<file path="src/rtl/na_conf_pkg.sv">
// Configuration register map shared by the network-adapter conf reader and responder.
package na_conf_pkg;

  localparam logic [7:0] REG_TILEID          = 8'h00;
  localparam logic [7:0] REG_NUMTILES        = 8'h01;
  localparam logic [7:0] REG_CONF            = 8'h03;
  localparam logic [7:0] REG_COREBASE        = 8'h04;
  localparam logic [7:0] REG_DOMAIN_NUMCORES = 8'h06;
  localparam logic [7:0] REG_GMEM_SIZE       = 8'h07;
  localparam logic [7:0] REG_GMEM_TILE       = 8'h08;
  localparam logic [7:0] REG_LMEM_SIZE       = 8'h09;
  localparam logic [7:0] REG_NUMCTS          = 8'h0A;
  localparam logic [7:0] REG_SEED            = 8'h0B;
  localparam logic [7:0] REG_CDC             = 8'h40;
  localparam logic [7:0] REG_CDC_DYN         = 8'h41;
  localparam logic [7:0] REG_CDC_CONF        = 8'h42;
  localparam logic [7:0] REG_CTLIST          = 8'h80;

  localparam int CONF_MPSIMPLE_BIT = 0;
  localparam int CONF_DMA_BIT      = 1;

  localparam int          CTLIST_ENTRY_W = 16;
  localparam logic [3:0]  LAST_FIXED     = 4'd11;

  typedef enum logic [1:0] {
    ST_IDLE,
    ST_RD_FIXED,
    ST_RD_CTLIST,
    ST_WR_CDC
  } conf_state_e;

  // Word index read at each position of the fixed part of a scan.
  function automatic logic [7:0] fixed_word(input logic [3:0] pos);
    logic [7:0] w;
    case (pos)
      4'd0:    w = REG_TILEID;
      4'd1:    w = REG_NUMTILES;
      4'd2:    w = REG_CONF;
      4'd3:    w = REG_COREBASE;
      4'd4:    w = REG_DOMAIN_NUMCORES;
      4'd5:    w = REG_GMEM_SIZE;
      4'd6:    w = REG_GMEM_TILE;
      4'd7:    w = REG_LMEM_SIZE;
      4'd8:    w = REG_NUMCTS;
      4'd9:    w = REG_SEED;
      4'd10:   w = REG_CDC;
      4'd11:   w = REG_CDC_DYN;
      default: w = REG_TILEID;
    endcase
    return w;
  endfunction

  function automatic logic [15:0] word_addr(input logic [7:0] w);
    return {6'd0, w, 2'b00};
  endfunction

endpackage

</file>
<file path="src/rtl/na_conf_ctlist_store.sv">
// Compute-tile-list cache: one write port, synchronous clear-all, asynchronous read.
module na_conf_ctlist_store
  import na_conf_pkg::*;
#(
  parameter int DEPTH = 64,
  parameter int AW    = 6
) (
  input  logic                      clk,
  input  logic                      clr_i,
  input  logic                      we_i,
  input  logic [AW-1:0]             waddr_i,
  input  logic [CTLIST_ENTRY_W-1:0] wdata_i,
  input  logic [AW-1:0]             raddr_i,
  output logic [CTLIST_ENTRY_W-1:0] rdata_o
);

  logic [CTLIST_ENTRY_W-1:0] mem_q [DEPTH];

  always_ff @(posedge clk) begin
    if (clr_i) begin
      for (int i = 0; i < DEPTH; i++) begin
        mem_q[i] <= '0;
      end
    end else if (we_i) begin
      mem_q[waddr_i] <= wdata_i;
    end
  end

  assign rdata_o = mem_q[raddr_i];

endmodule

</file>
<file path="src/rtl/networkadapter_conf_reader.sv">
// Scans the network-adapter configuration register map into local registers
// and issues single CDC-configuration writes on request.
module networkadapter_conf_reader
  import na_conf_pkg::*;
#(
  parameter  int DW      = 32,
  parameter  int RD_WAIT = 0,
  parameter  int MAX_CTS = 64,
  localparam int IW      = $clog2(MAX_CTS),
  localparam int NW      = $clog2(MAX_CTS + 1)
) (
  input  logic                      clk,
  input  logic                      rst,
  input  logic                      start_i,
  output logic                      busy_o,
  output logic                      done_o,
  input  logic                      cdc_wr_req_i,
  input  logic [2:0]                cdc_wr_data_i,
  output logic                      cdc_wr_ack_o,
  output logic [15:0]               conf_addr_o,
  output logic [DW-1:0]             conf_din_o,
  output logic                      conf_en_o,
  output logic                      conf_we_o,
  input  logic [DW-1:0]             conf_dout_i,
  output logic [DW-1:0]             tile_id_o,
  output logic [DW-1:0]             num_tiles_o,
  output logic [DW-1:0]             core_base_o,
  output logic [DW-1:0]             domain_numcores_o,
  output logic [DW-1:0]             gmem_size_o,
  output logic [DW-1:0]             gmem_tile_o,
  output logic [DW-1:0]             lmem_size_o,
  output logic [DW-1:0]             seed_o,
  output logic [NW-1:0]             num_cts_o,
  output logic                      na_mpsimple_o,
  output logic                      na_dma_o,
  output logic                      cdc_present_o,
  output logic                      cdc_dynamic_o,
  input  logic [IW-1:0]             ctlist_idx_i,
  output logic [CTLIST_ENTRY_W-1:0] ctlist_tile_o
);

  localparam int             WW        = (RD_WAIT > 0) ? $clog2(RD_WAIT + 1) : 1;
  localparam logic [WW-1:0]  WAIT_LAST = WW'(RD_WAIT);

  conf_state_e          state_q;
  logic [3:0]           fix_q;
  logic [IW-1:0]        k_q;
  logic [WW-1:0]        wait_q;
  logic                 busy_q, done_q, ack_q, en_q, we_q;
  logic [15:0]          addr_q;
  logic [DW-1:0]        din_q;
  logic [DW-1:0]        tile_id_q, num_tiles_q, core_base_q, domain_numcores_q;
  logic [DW-1:0]        gmem_size_q, gmem_tile_q, lmem_size_q, seed_q;
  logic [NW-1:0]        num_cts_q;
  logic                 mpsimple_q, dma_q, cdc_present_q, cdc_dynamic_q;

  logic                      sample;
  logic                      last_entry;
  logic [IW-1:0]             k_d;
  logic [NW-1:0]             num_cts_d;
  logic                      st_clr, st_we;
  logic [CTLIST_ENTRY_W-1:0] st_wdata, st_rdata;

  always_comb begin
    sample     = (wait_q == WAIT_LAST);
    k_d        = k_q + IW'(1);
    last_entry = ((NW'(k_q) + NW'(1)) == num_cts_q);
    num_cts_d  = (conf_dout_i > DW'(MAX_CTS)) ? NW'(MAX_CTS) : conf_dout_i[NW-1:0];
    st_clr     = rst || ((state_q == ST_IDLE) && start_i);
    st_we      = (state_q == ST_RD_CTLIST) && sample;
    // Two 16-bit entries per word, even entry in the upper half.
    st_wdata   = k_q[0] ? conf_dout_i[15:0] : conf_dout_i[31:16];
  end

  always_ff @(posedge clk) begin
    if (rst) begin
      state_q           <= ST_IDLE;
      fix_q             <= 4'd0;
      k_q               <= '0;
      wait_q            <= '0;
      busy_q            <= 1'b0;
      done_q            <= 1'b0;
      ack_q             <= 1'b0;
      en_q              <= 1'b0;
      we_q              <= 1'b0;
      addr_q            <= 16'h0000;
      din_q             <= '0;
      tile_id_q         <= '0;
      num_tiles_q       <= '0;
      core_base_q       <= '0;
      domain_numcores_q <= '0;
      gmem_size_q       <= '0;
      gmem_tile_q       <= '0;
      lmem_size_q       <= '0;
      seed_q            <= '0;
      num_cts_q         <= '0;
      mpsimple_q        <= 1'b0;
      dma_q             <= 1'b0;
      cdc_present_q     <= 1'b0;
      cdc_dynamic_q     <= 1'b0;
    end else begin
      ack_q <= 1'b0;
      case (state_q)
        ST_IDLE: begin
          if (start_i) begin
            done_q  <= 1'b0;
            busy_q  <= 1'b1;
            fix_q   <= 4'd0;
            wait_q  <= '0;
            en_q    <= 1'b1;
            we_q    <= 1'b0;
            addr_q  <= word_addr(fixed_word(4'd0));
            state_q <= ST_RD_FIXED;
          end else if (cdc_wr_req_i) begin
            busy_q  <= 1'b1;
            ack_q   <= 1'b1;
            en_q    <= 1'b1;
            we_q    <= 1'b1;
            addr_q  <= word_addr(REG_CDC_CONF);
            din_q   <= DW'(cdc_wr_data_i);
            state_q <= ST_WR_CDC;
          end else begin
            en_q <= 1'b0;
            we_q <= 1'b0;
          end
        end
        ST_RD_FIXED: begin
          if (!sample) begin
            wait_q <= wait_q + WW'(1);
          end else begin
            wait_q <= '0;
            case (fix_q)
              4'd0:  tile_id_q         <= conf_dout_i;
              4'd1:  num_tiles_q       <= conf_dout_i;
              4'd2: begin
                mpsimple_q <= conf_dout_i[CONF_MPSIMPLE_BIT];
                dma_q      <= conf_dout_i[CONF_DMA_BIT];
              end
              4'd3:  core_base_q       <= conf_dout_i;
              4'd4:  domain_numcores_q <= conf_dout_i;
              4'd5:  gmem_size_q       <= conf_dout_i;
              4'd6:  gmem_tile_q       <= conf_dout_i;
              4'd7:  lmem_size_q       <= conf_dout_i;
              4'd8:  num_cts_q         <= num_cts_d;
              4'd9:  seed_q            <= conf_dout_i;
              4'd10: cdc_present_q     <= conf_dout_i[0];
              4'd11: cdc_dynamic_q     <= conf_dout_i[0];
              default: tile_id_q       <= tile_id_q;
            endcase
            // num_cts was captured at position 8, so it is valid here.
            if (fix_q == LAST_FIXED) begin
              if (num_cts_q == NW'(0)) begin
                state_q <= ST_IDLE;
                en_q    <= 1'b0;
                addr_q  <= 16'h0000;
                busy_q  <= 1'b0;
                done_q  <= 1'b1;
              end else begin
                k_q     <= '0;
                addr_q  <= word_addr(REG_CTLIST);
                state_q <= ST_RD_CTLIST;
              end
            end else begin
              fix_q  <= fix_q + 4'd1;
              addr_q <= word_addr(fixed_word(fix_q + 4'd1));
            end
          end
        end
        ST_RD_CTLIST: begin
          if (!sample) begin
            wait_q <= wait_q + WW'(1);
          end else begin
            wait_q <= '0;
            if (last_entry) begin
              state_q <= ST_IDLE;
              en_q    <= 1'b0;
              addr_q  <= 16'h0000;
              busy_q  <= 1'b0;
              done_q  <= 1'b1;
            end else begin
              k_q    <= k_d;
              addr_q <= word_addr(REG_CTLIST) + 16'({k_d, 1'b0});
            end
          end
        end
        ST_WR_CDC: begin
          state_q <= ST_IDLE;
          en_q    <= 1'b0;
          we_q    <= 1'b0;
          addr_q  <= 16'h0000;
          din_q   <= '0;
          busy_q  <= 1'b0;
        end
        default: begin
          state_q <= ST_IDLE;
          en_q    <= 1'b0;
          we_q    <= 1'b0;
          busy_q  <= 1'b0;
        end
      endcase
    end
  end

  na_conf_ctlist_store #(
    .DEPTH (MAX_CTS),
    .AW    (IW)
  ) u_store (
    .clk     (clk),
    .clr_i   (st_clr),
    .we_i    (st_we),
    .waddr_i (k_q),
    .wdata_i (st_wdata),
    .raddr_i (ctlist_idx_i),
    .rdata_o (st_rdata)
  );

  assign ctlist_tile_o     = (NW'(ctlist_idx_i) < num_cts_q) ? st_rdata : 16'h0000;
  assign busy_o            = busy_q;
  assign done_o            = done_q;
  assign cdc_wr_ack_o      = ack_q;
  assign conf_addr_o       = addr_q;
  assign conf_din_o        = din_q;
  assign conf_en_o         = en_q;
  assign conf_we_o         = we_q;
  assign tile_id_o         = tile_id_q;
  assign num_tiles_o       = num_tiles_q;
  assign core_base_o       = core_base_q;
  assign domain_numcores_o = domain_numcores_q;
  assign gmem_size_o       = gmem_size_q;
  assign gmem_tile_o       = gmem_tile_q;
  assign lmem_size_o       = lmem_size_q;
  assign seed_o            = seed_q;
  assign num_cts_o         = num_cts_q;
  assign na_mpsimple_o     = mpsimple_q;
  assign na_dma_o          = dma_q;
  assign cdc_present_o     = cdc_present_q;
  assign cdc_dynamic_o     = cdc_dynamic_q;

endmodule

</file>
<file path="config.mk">
export PLATFORM = sky130hd
export DESIGN_NAME = networkadapter_conf_reader
export DESIGN_NICKNAME = d
export VERILOG_FILES = /design/src/rtl/na_conf_pkg.sv /design/src/rtl/na_conf_ctlist_store.sv /design/src/rtl/networkadapter_conf_reader.sv
export SDC_FILE = /design/constraint.sdc
export NUM_CORES = 2
export LEC_CHECK = 0
export BUFFER_PORTS_ARGS = -buffer_cell sky130_fd_sc_hd__buf_2
export CAP_MARGIN = 20
export CORE_UTILIZATION = 60
export DETAILED_ROUTE_END_ITERATION = 7
export HOLD_SLACK_MARGIN = 0.1
export PLACE_DENSITY = 0.86
export SETUP_SLACK_MARGIN = 0.3
export SYNTH_ARGS = -nofsm -noshare
export SYNTH_HDL_FRONTEND = slang
export SYNTH_HIERARCHICAL = 1
export SYNTH_SLANG_ARGS = --single-unit
</file>
<file path="constraint.sdc">
create_clock -name clk -period 3.1 [get_ports clk]
set_input_delay 0.465 -clock clk [delete_from_list [all_inputs] [get_ports clk]]
set_output_delay 0.465 -clock clk [all_outputs]
set_load 0.005 [all_outputs]
</file>
== Word-level counts from Yosys, hierarchy flattened ==
Memory sizes are Yosys's and may differ from the RTL's.
Index checks and enable logic that the tools add are counted.

* Flip-flop bits (word level): 333
* RAM bits: 1,024
* Bits in read-only memories: 80
* Word-level logic and storage cells: 159
* Memories kept: 2

* Add/sub/neg operators: 5
* Magnitude comparators: 2
* Eq/ne operators: 27
* Mux-type cells: 62
* Bitwise logic cells: 2
* Reductions and logical operators: 35

{| class="wikitable"
|+ Memories
! name !! depth !! bits a word !! rd ports !! clocked after memory_dff !! wr ports !! RTL line !! text
|-
| u_store.mem_q || 64 || 16 || 1 || 0 || 64 || na_conf_ctlist_store.sv:17 || <nowiki>logic [CTLIST_ENTRY_W-1:0] mem_q [DEPTH];</nowiki>
|-
| (no name shown) || 16 || 5 || 1 || 0 || 0 || na_conf_pkg.sv:35 || <nowiki>case (pos)</nowiki>
|}

{| class="wikitable"
|+ Operator list
! kind !! count
|-
| two-way mux 16 bit || 8
|-
| two-way mux 32 bit || 2
|-
| case mux 16 bit (4 select lines) || 1
|-
| case mux 32 bit (2 select lines) || 1
|-
| AND reduction 3 bit || 14
|-
| two-way mux 6 bit || 6
|-
| greater-than comparator 32 x 7 -> 1 bit, second input constant || 1
|-
| two-way mux 1 bit || 23
|-
| != test 2 bit, second input constant || 11
|-
| == test 4 x 3 -> 1 bit, second input constant || 4
|-
| == test 4 bit, second input constant || 4
|-
| OR reduction 16 bit || 1
|-
| two-way mux 2 bit || 7
|-
| two-way mux 4 bit || 3
|-
| case mux 6 bit (2 select lines) || 1
|-
| AND reduction 6 bit || 2
|-
| adder 10 x 7 -> 11 bit, first input constant || 1
|-
| two-way mux 11 bit || 1
|-
| two-way mux 10 bit || 1
|-
| AND reduction 5 bit || 2
|-
| == test 4 x 2 -> 1 bit, second input constant || 2
|-
| case mux 1 bit (4 select lines) || 2
|-
| case mux 2 bit (4 select lines) || 1
|-
| case mux 4 bit (2 select lines) || 1
|-
| 25 further kinds || 33
|}

== Longest topological paths before layout ==
* Word-level depth: 7
* Gate-level depth with buffers: 11

== Hierarchy ==
Netlist, hierarchy kept.

{| class="wikitable"
|+ Modules (own cells, without submodules)
! module !! times used !! cells an instance !! area an instance (um^2)
|-
| na_conf_ctlist_store || 1 || 2,968 || 46,784.9
|-
| networkadapter_conf_reader || 1 || 1,533 || 11,865.1
|}

== Least setup slack after synthesis ==
OpenSTA, ideal clock, no wires.

* Kind: flip-flop to flip-flop
* Start point: reg k_q[0]
* End point: reg k_q[1]
* Data arrival time: 2.448 ns
* Required time: 2.983 ns
* Slack: 0.535 ns
* Stages on the path, launching flop included: 9
* Buffers on the path: 1
* Cells stage by stage: dfxtp_1 > ha_1 > nand4_1 > or4_1 > a221o_1 > o31ai_2 > buf_6 > nor2_2 > a32o_1

* Word-level cells in the longest chain between the ends: 4
* Elaborated cells between the ends (all ways): 8
* Those cells by class: add/sub: 2; eq/ne: 2; mux: 3; reduce/logical: 1

{| class="wikitable"
|+ Ends and longest elaborated chain
! item !! RTL line !! text
|-
| start, declared || networkadapter_conf_reader.sv:47 || <nowiki>logic [IW-1:0] k_q;</nowiki>
|-
| start signal, assigned || networkadapter_conf_reader.sv:181 || <nowiki>k_q <= k_d;</nowiki>
|-
| adder 6 x 1 -> 7 bit / adder 6 x 1 -> 6 bit (equally long branches) || networkadapter_conf_reader.sv:67, networkadapter_conf_reader.sv:66 ||
|-
| == test 7 bit / two-way mux 6 bit (equally long branches) || networkadapter_conf_reader.sv:67, networkadapter_conf_reader.sv:174 ||
|-
| != test 2 bit (no line) / two-way mux 6 bit (equally long branches) || - ||
|-
| AND reduction 6 bit (no line) / case mux 6 bit (2 select lines) (equally long branches) || - ||
|}

Parallel ways exist; a longest one is shown, timed or not. The select of a mux whose other input is x is not followed.
A chain may end at the register's enable or synchronous reset.

== Worst setup path in the final report ==
* Start point: mem u_store.mem_q[31][13]
* End point: out ctlist_tile_o[13]

* Word-level cells in the longest chain between the ends: 2

{| class="wikitable"
|+ Ends and longest elaborated chain
! item !! RTL line !! text
|-
| start, declared || na_conf_ctlist_store.sv:17 ||
|-
| memory read (64 x 16 bit) || - ||
|-
| named net st_rdata[13] || networkadapter_conf_reader.sv:62 || <nowiki>logic [CTLIST_ENTRY_W-1:0] st_wdata, st_rdata;</nowiki>
|-
| two-way mux 16 bit || networkadapter_conf_reader.sv:217 || <nowiki>assign ctlist_tile_o = (NW'(ctlist_idx_i) < num_cts_q) ? st_rdata : 16'h0000;</nowiki>
|-
| end, declared || networkadapter_conf_reader.sv:39 || <nowiki>output logic [CTLIST_ENTRY_W-1:0] ctlist_tile_o</nowiki>
|}

The timed path passes the listed nets, and every way through them passes these cells.

==> qor.yml <==
yosys:
  synth_cells: 4501
  yosysSeqAreaShare_pct: 62.5
  synth_top_family_by_area: "simple AND/OR/NAND/NOR gates"
  synth_top_area_share_pct: 52.4
  synth-edff-count: 1024
  ys_seq_elements: 1319
  ys_top_cells_by_area: "edfxtp_1 52%, and2_1 11%, dfxtp_1 10%"
  ys.warnings.count: 6
  synthAdderAreaFrac_pct: 0.320
  synth.avg_cell_area_sq_um: 13.0
  synth-xor-area-share_pct: 0.218
  synth_mux_area_share_pct: 11.1
  synthSimpleGateAreaFrac_pct: 17.5
  syn-cell-area_sq_mm: 0.0587
  synth_top_cell_by_area: "edfxtp_1"
  ys.flop_type: "edfxtp_1"
  ys_types: 79
  async_flop_share_pct: 0
  synth_compound_area_share_pct: 4.84
global_routing:
  grt_overflow_total: 0
  grt_util_all_layers_pct: 34.7
  grt_pass1_vias: 40044
  grt_pass1_wl_mm: 252
  grt_max_degree: 203
  antenna_found_initial: 6
worst_setup_path:
  worstSetupPathType: "reg2out"
  r2r_start: "state_q[1]"
  setup.worst_path.start: "u_store/mem_q[31][13]"
  path_max_fanout: 1
  arrival_ns: 3.00
  endpoint_kind: "primary output"
  crit_required_ns: 2.63
  critPathLaunchType: "register"
timing:
  rsz0062_at_grt: "true"
  worst_slack_ns: -0.363
  clock.fmax_mhz: 289
  slew_headroom_pct: 24.6
  fin_skew_ns: 0.0303
  final_max_slew_viol_count: 0
  tns_ns: -3.69
  finalHoldViolCount: 0
  finalCritPeriodShare_pct: 112
  hold_ws_ns: 0.137
  finalSetupViolCount: 16
  final.min_clock_period_ns: 3.46
  tightest_slew_ns: 1.13
route:
  dr.pass1.iters: 6
  drt_iter0_markers: 5511
  vias: 40117
  ant_nets: 0
  drc: 0
  wire_per_inst_um: 27.9
  via_per_inst: 6.46
  routed_wl_mm: 173
place:
  place_congestion: 0.945
  place_ws_ns: -0.405
  dp_cells: 5945
  io_buffers: 343
  place_area_sq_mm: 0.0622
  dp_hpwl_mm: 106
final_layout:
  area_growth_syn_to_layout_pct: 14.1
  instances_no_fill: 6209
  fin_util_pct: 69.2
  finish.net_count: 4887
  drive_above_1_share_pct: 23.2
  fin_area_sq_mm: 0.0669
cts:
  root_buffer: "clkbuf_16"
  cts_buffers: 135
  cts_tree: "yes"
  clock_latency_ns: 0.76
  cts.sinks: 1319
  path_clk_slew_ns: 0.06
  cts_buffer_depth: 3
  htree_levels: 4
pwr:
  power.leakage_nw: 25.9
  p_total_mw: 44.3
  powerDensity_mw_per_mm2: 662
  vdd_drop_max_v: 0.000500
floorplanning:
  row_count: 114
  die_x_um: 315
  start_util_pct: 60.6
  die_area_sq_mm: 0.0990
  dieHeight_um: 315
  num_io_pins: 381
  core_sq_mm: 0.0967
run:
  drv_cap: 0
hold_path:
  min-delay-path-class: "in2reg"
  min_from: "conf_dout_i[12]"
run_status:
  outcome: "finished, violations left"
  violations: "negative setup slack"
worst max-delay path: stages (launching register included):
cell and delay, ns:
edfxtp_1 0.37, mux4_2 0.52, mux4_2 0.62, o22ai_4 0.24, a21o_2 0.14, o21ai_2 0.06
a21boi_1 0.15, buf_2 0.14
Yosys cell counts, types with 5 or more instances:
cell type  number
and2_1       1029
edfxtp_1     1024
nand2_1       559
clkbuf_1      314
dfxtp_1       295
a21oi_1       284
mux4_2        227
nor2_1        117
or2_2          65
buf_4          49
o22ai_1        45
nand3_1        35
mux2i_1        31
mux4_1         31
a22oi_1        30
buf_2          27
buf_1          26
nor3_1         26
mux2_2         24
nor4_1         19
buf_6          17
o22a_1         16
ha_1           15
nor2b_1        14
inv_1          13
nand2b_1       13
o21ai_0        13
nand3b_1       10
o211ai_1        9
a21boi_0        8
a21boi_1        8
o221ai_1        8
or3_1           8
a31o_2          7
xnor2_1         7
a22o_1          6
and3_1          5
xor2_1          5
placed cells by master, fill, tap and decap left out, types with 23 or more instances in the layout:
master	count
buf_4	200
clkinv_2	23
or2_2	56
nand2_1	556
edfxtp_1	1024
clkbuf_1	25
a22oi_1	30
nor2_1	112
mux4_1	29
and2_1	1029
o22ai_1	38
mux2_2	24
a21oi_1	284
buf_12	30
nand3_1	35
mux4_2	229
mux2i_1	30
clkbuf_16	140
dfxtp_1	292
conb_1	37
buf_2	339
clkinv_1	23
worst paths after layout:
check | slack (ns) | to | cells past startpoint
max | -0.36 | ctlist_tile_o[13] | 7
min | 0.14 | tile_id_o[12] | 3
min reg2reg | 0.45 | core_base_o[10] | 2
max reg2reg | 0.37 | u_store/mem_q[56][8] | 10
per-layer routing:
layer  vias to the layer above  track usage, %  routed length [um]
met5                         -               0                  66
met4                        10            20.1               11200
met3                       711            9.84               23600
met2                      3336            55.0               80800
met1                     19499            42.8               57300
li1                      16561               -                   -
final cells by class:
class                   instances  area, sq um
diodes                          3         7.51
clock buffers                 170         3670
clock inverters                70          629
fillers                      5961        29800
inverters                      15         58.8
multi-input cells            2764        20300
flip-flops and latches       1319        36700
well taps                    1276         1600
repair buffers                592         4060
flip-flops by register name (all words and copies together) (netlist names), 2 cells and up:
signal,count
domain_numcores_o,32
fix_q,4
state_q,2
core_base_o,32
lmem_size_o,32
seed_o,32
gmem_size_o,32
conf_din_o,3
conf_addr_o,8
num_cts_o,7
u_store/mem_q,1024
gmem_tile_o,32
k_q,6
tile_id_o,32
num_tiles_o,32
report_power, final:
part	switching, mW	total (mW)	internal (mW)	leakage, nW
sequential	0.731	22.3	21.6	13.5
combinational	3.97	5.96	2.00	10.4
clock	6.86	16.0	9.15	2.11
total	11.6	44.3	32.8	25.9
cell families after synthesis:
group | Yosys count
AND/OR/NAND/NOR | 1915
flip-flops | 1319
AO/OA/AOI/OAI | 471
buffers and inverters | 454
multiplexers | 313
adder cells (fa/ha/maj) | 15
XOR/XNOR | 13
other | 1
repair_timing:
item                                    in CTS  in global routing
hold buffers                                19                  0
endpoints found under the setup margin      16                157
hold endpoints to repair                    83                  0
cloned                                       1                  0
pin swaps                                    4                  1
gates resized for setup                     41                 13
setup buffers                                1                  0
Power figures use the tool's default switching activity.
